## config.mk

```make
export PLATFORM = sky130hd
export DESIGN_NAME = tqvp_dlmiles_i2c_errmon
export DESIGN_NICKNAME = d
export VERILOG_FILES = /design/src/rtl/tqvp_dlmiles_i2c_errmon.sv
export SDC_FILE = /design/constraint.sdc
export NUM_CORES = 1
export LEC_CHECK = 0
export ABC_AREA = 1
export BUFFER_PORTS_ARGS = -buffer_cell sky130_fd_sc_hd__buf_4
export CORE_MARGIN = 2
export CORE_UTILIZATION = 34
export DETAILED_ROUTE_END_ITERATION = 7
export SLEW_MARGIN = 5
export SYNTH_ARGS = -nofsm -noshare
export SYNTH_HDL_FRONTEND = slang
export SYNTH_SLANG_ARGS = --single-unit
```

## constraint.sdc

```tcl
create_clock -name clk -period 2.7 [get_ports clk]
set_input_delay 0.135 -clock clk [delete_from_list [all_inputs] [get_ports clk]]
set_output_delay 0.135 -clock clk [all_outputs]
set_load 0.005 [all_outputs]
```

## src/rtl/tqvp_dlmiles_i2c_errmon.sv

```systemverilog
// I2C error monitor / sequencer.
// Watches the bus while the I2C engine is busy and reports the first fault
// of a transaction as a single-cycle strobe on stb_error_o. The strobe bits
// are {TIMEOUT, IO, GENERIC}. While a fault is held it asserts abort_o to the
// engine until software acknowledges it. The monitor then waits for the
// transaction to drain before it can arm again.
//
// Ports:
//   clk, rst_n     project clock, asynchronous active-low reset
//   cfg_timeout_i  SCL-stuck timeout in prescaled ticks; 0 disables it
//   busy_i         engine transaction in progress
//   scl_i, sda_i   synchronised bus levels
//   sda_rel_i      engine has released SDA and expects it to read high
//   nack_i         1-cycle NACK pulse
//   clear_i        1-cycle fault acknowledge (status register write)
//   stb_error_o    1-cycle error strobe with at most one bit set
//   abort_o        abort request, high while in FAULT
//   state_o        IDLE=0, ARMED=1, FAULT=2, RECOVER=3
module tqvp_dlmiles_i2c_errmon #(
  parameter int unsigned PRESCALE  = 64,
  parameter int unsigned TIMEOUT_W = 8
) (
  input  logic                 clk,
  input  logic                 rst_n,
  input  logic [TIMEOUT_W-1:0] cfg_timeout_i,
  input  logic                 busy_i,
  input  logic                 scl_i,
  input  logic                 sda_i,
  input  logic                 sda_rel_i,
  input  logic                 nack_i,
  input  logic                 clear_i,
  output logic [2:0]           stb_error_o,
  output logic                 abort_o,
  output logic [1:0]           state_o
);

  localparam int unsigned PW = (PRESCALE > 1) ? $clog2(PRESCALE) : 1;
  localparam logic [PW-1:0] PLast = PW'(PRESCALE - 1);

  typedef enum logic [1:0] {
    StIdle    = 2'd0,
    StArmed   = 2'd1,
    StFault   = 2'd2,
    StRecover = 2'd3
  } state_t;

  state_t                state_q, state_d;
  logic [PW-1:0]         pcnt_q, pcnt_d;
  logic [TIMEOUT_W-1:0]  tcnt_q, tcnt_d;
  logic [2:0]            stb_q, stb_d;
  logic                  abort_q;
  logic                  scl_q;

  logic scl_edge, scl_rise, armed, tick;
  logic det_timeout, det_io, det_generic;

  assign scl_edge = scl_i ^ scl_q;
  assign scl_rise = scl_i & ~scl_q;
  assign armed    = (state_q == StArmed);
  assign tick     = (pcnt_q == PLast);

  // cfg_timeout_i is compared live, so lowering it below tcnt fires at once.
  assign det_timeout = armed && (cfg_timeout_i != '0) && (tcnt_q >= cfg_timeout_i);
  assign det_io      = armed && scl_rise && sda_rel_i && !sda_i;
  assign det_generic = armed && nack_i;

  // Counters only run in ARMED; holding them at zero elsewhere gives the
  // required clear-on-entry without tracking the entry transition.
  always_comb begin
    pcnt_d = '0;
    tcnt_d = '0;
    if (armed && !scl_edge) begin
      pcnt_d = tick ? '0 : pcnt_q + PW'(1);
      tcnt_d = tcnt_q;
      if (tick && (tcnt_q != '1)) begin
        tcnt_d = tcnt_q + TIMEOUT_W'(1);
      end
    end
  end

  always_comb begin
    state_d = state_q;
    stb_d   = 3'b000;
    case (state_q)
      StIdle: begin
        if (busy_i) state_d = StArmed;
      end
      StArmed: begin
        // Detection takes priority over the transaction ending.
        if (det_timeout) begin
          stb_d   = 3'b100;
          state_d = StFault;
        end else if (det_io) begin
          stb_d   = 3'b010;
          state_d = StFault;
        end else if (det_generic) begin
          stb_d   = 3'b001;
          state_d = StFault;
        end else if (!busy_i) begin
          state_d = StIdle;
        end
      end
      StFault: begin
        if (clear_i) state_d = busy_i ? StRecover : StIdle;
      end
      StRecover: begin
        if (!busy_i) state_d = StIdle;
      end
      default: state_d = StIdle;
    endcase
  end

  always_ff @(posedge clk or negedge rst_n) begin
    if (!rst_n) begin
      state_q <= StIdle;
      pcnt_q  <= '0;
      tcnt_q  <= '0;
      stb_q   <= 3'b000;
      abort_q <= 1'b0;
      scl_q   <= 1'b0;
    end else begin
      state_q <= state_d;
      pcnt_q  <= pcnt_d;
      tcnt_q  <= tcnt_d;
      stb_q   <= stb_d;
      abort_q <= (state_d == StFault);
      scl_q   <= scl_i;
    end
  end

  assign stb_error_o = stb_q;
  assign abort_o     = abort_q;
  assign state_o     = state_q;

endmodule

```

==> qor.txt <==
run status: completed
synth warn: 0
num ports: 22
worst hold path class: in2reg
# diodes: 0
WL met1: 1.243 mm
CP max FO: 12
vias in the first global route: 958
Netlist cell types: 24
vias per cell: 4.361
ANT nets after route: 0
critical path's largest stage delay: 550 ps
fillcell total: 384
dpl hpwl: 1.908 mm
GRT Total Usage: 0.1308
commonest non-fill, non-tap cell in the layout: nand2_1
DRC viols: 0
# H-tree levels: 1
worst reg2reg startpoint: tcnt_q[5]$_DFFE_PN0P_
core area: 3633 µm²
Synth Register Bits: 21
first-pass GRT wire length: 4.305 mm
Slowest-stage cell, CP: dlygate4sd3_1
initial antenna violation count: 0
router iterations before antenna repair: 4
Die Y: 65.18 µm
synthesized area per cell: 8.003 µm²
Initial Util: 0.3502
Die X: 65.18 µm
share of layout cells above drive strength 1: 0.2162
met2 wire length: 1.081 mm
RSZ-0062 raised after global routing: false
P&R area growth vs syn: 21.44%
static leakage: 0.8319 nW
clock period minus worst slack: 1707 ps
P per Cell Area: 503.1 nW/µm²
port bufs: 21
Cells after Synth: 159
Final setup viols: 0
relative slew slack: 0.7770
hold path depth: 4
clock root buffer master: clkbuf_8
CTS tree: done
Clock Latency Late Sink: 260 ps
Worst IR Drop VDD: 0.0002230 V
DR vias: 1016
GP Congestion: 0.8874
GRT overflow: 0
clock slew at reported path FFs: 80 ps
Seq/Total Area, Yosys: 0.4130
clk_skew: 4.071 ps
Worst Path Arrival: 1880 ps
pin count of the biggest net entering global routing: 22
# rows: 22
final setup TNS: 0 ps
critical path class: in2reg
die area: 4248 µm²
Design Power: 0.7774 mW
Worst setup EP type: register
worst r2r path cells: 9
Hold Vio Cnt, Final: 0
upper clock frequency limit: 585.7 MHz
hold endpoint: stb_error_o[1]$_DFF_PN0_
FF-to-FF End: state_o[1]$_DFF_PN0_
Worst Min Path Start: sda_i
Reg2Reg Setup Slack: 1090 ps
wire per inst: 10.40 µm
WL final: 2.424 mm
total nets after synthesis: 186
CTS Buf Count: 3
Final period util: 0.6324
max-slew violations: 0
WP data required: 2870 ps
post-cts repair resize count: 0
drt first-iter violations: 30
Max-Cap Viols: 0
Max Used Layer: met4
most frequent cells in the layout: nand2_1, inv_1, dfrtp_1, buf_4, nor2_1
Synth Cell Area: 1272 µm²
worst-margin pin slew: 334.1 ps
crit path launch type: input pin
Clock Path Buffers: 2
clock sink count: 21
nets: 213
Cell Chain, Critical Path: dlygate4sd3_1, buf_4, ha_1, nand2_1, inv_1, o21ai_1, nor3b_1
metal3 WL: 87 µm
synthesized netlist by cell type, drive strengths merged:
library cell | instances | share of area
buf | 1 | 0.0088
nor3 | 3 | 0.012
ha | 11 | 0.11
xor2 | 3 | 0.021
nand4 | 4 | 0.020
inv | 28 | 0.083
nand2 | 32 | 0.10
nor3b | 2 | 0.012
nand3b | 1 | 0.0059
o21ai | 6 | 0.024
a21o | 1 | 0.0059
nand3 | 16 | 0.075
o31ai | 1 | 0.0059
nor2 | 23 | 0.078
dfrtp | 21 | 0.41
a21oi | 5 | 0.023
or2 | 1 | 0.0049
routing by layer:
layer	GRT usage	vias up
met5	0	-
met4	0.03125	0
li1	-	560
met2	0.1977	14
met3	0.02568	2
met1	0.1926	440
report_power, final:
group / switching, mW / internal, mW / total, mW
registers: 0.0224 / 0.344 / 0.366
clock network: 0.102 / 0.103 / 0.205
logic: 0.115 / 0.0908 / 0.206
total: 0.240 / 0.538 / 0.777
state kept, by name, indices dropped and copies added, names as in the netlist:
name,count
abort_o,1
pcnt_q,6
scl_q,1
state_o,2
stb_error_o,3
tcnt_q,8
layout make-up:
cell class | count | area, µm² | area share
Timing Repair Buffer | 23 | 177.7 | 0.1150
Clock inverter | 1 | 5.005 | 0.003239
Inverter | 28 | 105.1 | 0.06802
Sequential cell | 21 | 525.5 | 0.3401
Tap cell | 48 | 60.06 | 0.03887
Multi-Input combinational cell | 109 | 630.6 | 0.4081
Clock buffer | 3 | 41.29 | 0.02672
through the flow:
stage	worst slack [ps]	util	hold WS [ps]	area, µm²	std cells
4_1_cts	1010	0.4253	144.7	1545	233
5_1_grt	828.3	0.4253	160.8	1545	233
6_report	992.5	0.4253	146.5	1545	233
2_1_floorplan	1285	-	-160.6	1272	159
3_3_place_gp	1118	0.4070	38.06	1479	227
3_5_place_dp	1090	0.4070	38.71	1479	227
cell families after synthesis:
family	synth area share
simple gates	0.3087
buf+inv	0.09144
flops	0.4130
compound gates	0.05802
fa+ha+maj	0.1082
xor+xnor	0.02065
timing repair:
| action | 4_1_cts | 5_1_grt |
|---|---|---|
| endpoints found under the hold margin | 22 | 0 |
| hold buffers | 2 | 0 |
| endpoints found under the setup margin | 0 | 0 |
| setup buffers | 0 | 0 |
how the worst max path moves through the flow:
stage	startpoint	endpoint	slack (ps)	cells after the start
after floorplan	tcnt_q[7]$_DFFE_PN0P_	abort_o$_DFF_PN0_	1280	8
after global placement	tcnt_q[5]$_DFFE_PN0P_	state_o[1]$_DFF_PN0_	1120	9
after detailed placement	tcnt_q[5]$_DFFE_PN0P_	abort_o$_DFF_PN0_	1090	9
after CTS	scl_i	pcnt_q[3]$_DFF_PN0_	1010	7
after global routing	scl_i	pcnt_q[3]$_DFF_PN0_	830	7
final	scl_i	pcnt_q[3]$_DFF_PN0_	990	7
critical path: cells and delay by family:
| family | cells | cell delay (ps) |
|---|---|---|
| and+or+nand+nor | 2 | 310 |
| adders and majority gates | 1 | 270 |
| AOI/OAI and AO/OA | 1 | 170 |
| buffers and inverters | 3 | 990 |
Note: power is estimated with default switching activity, not from simulation.
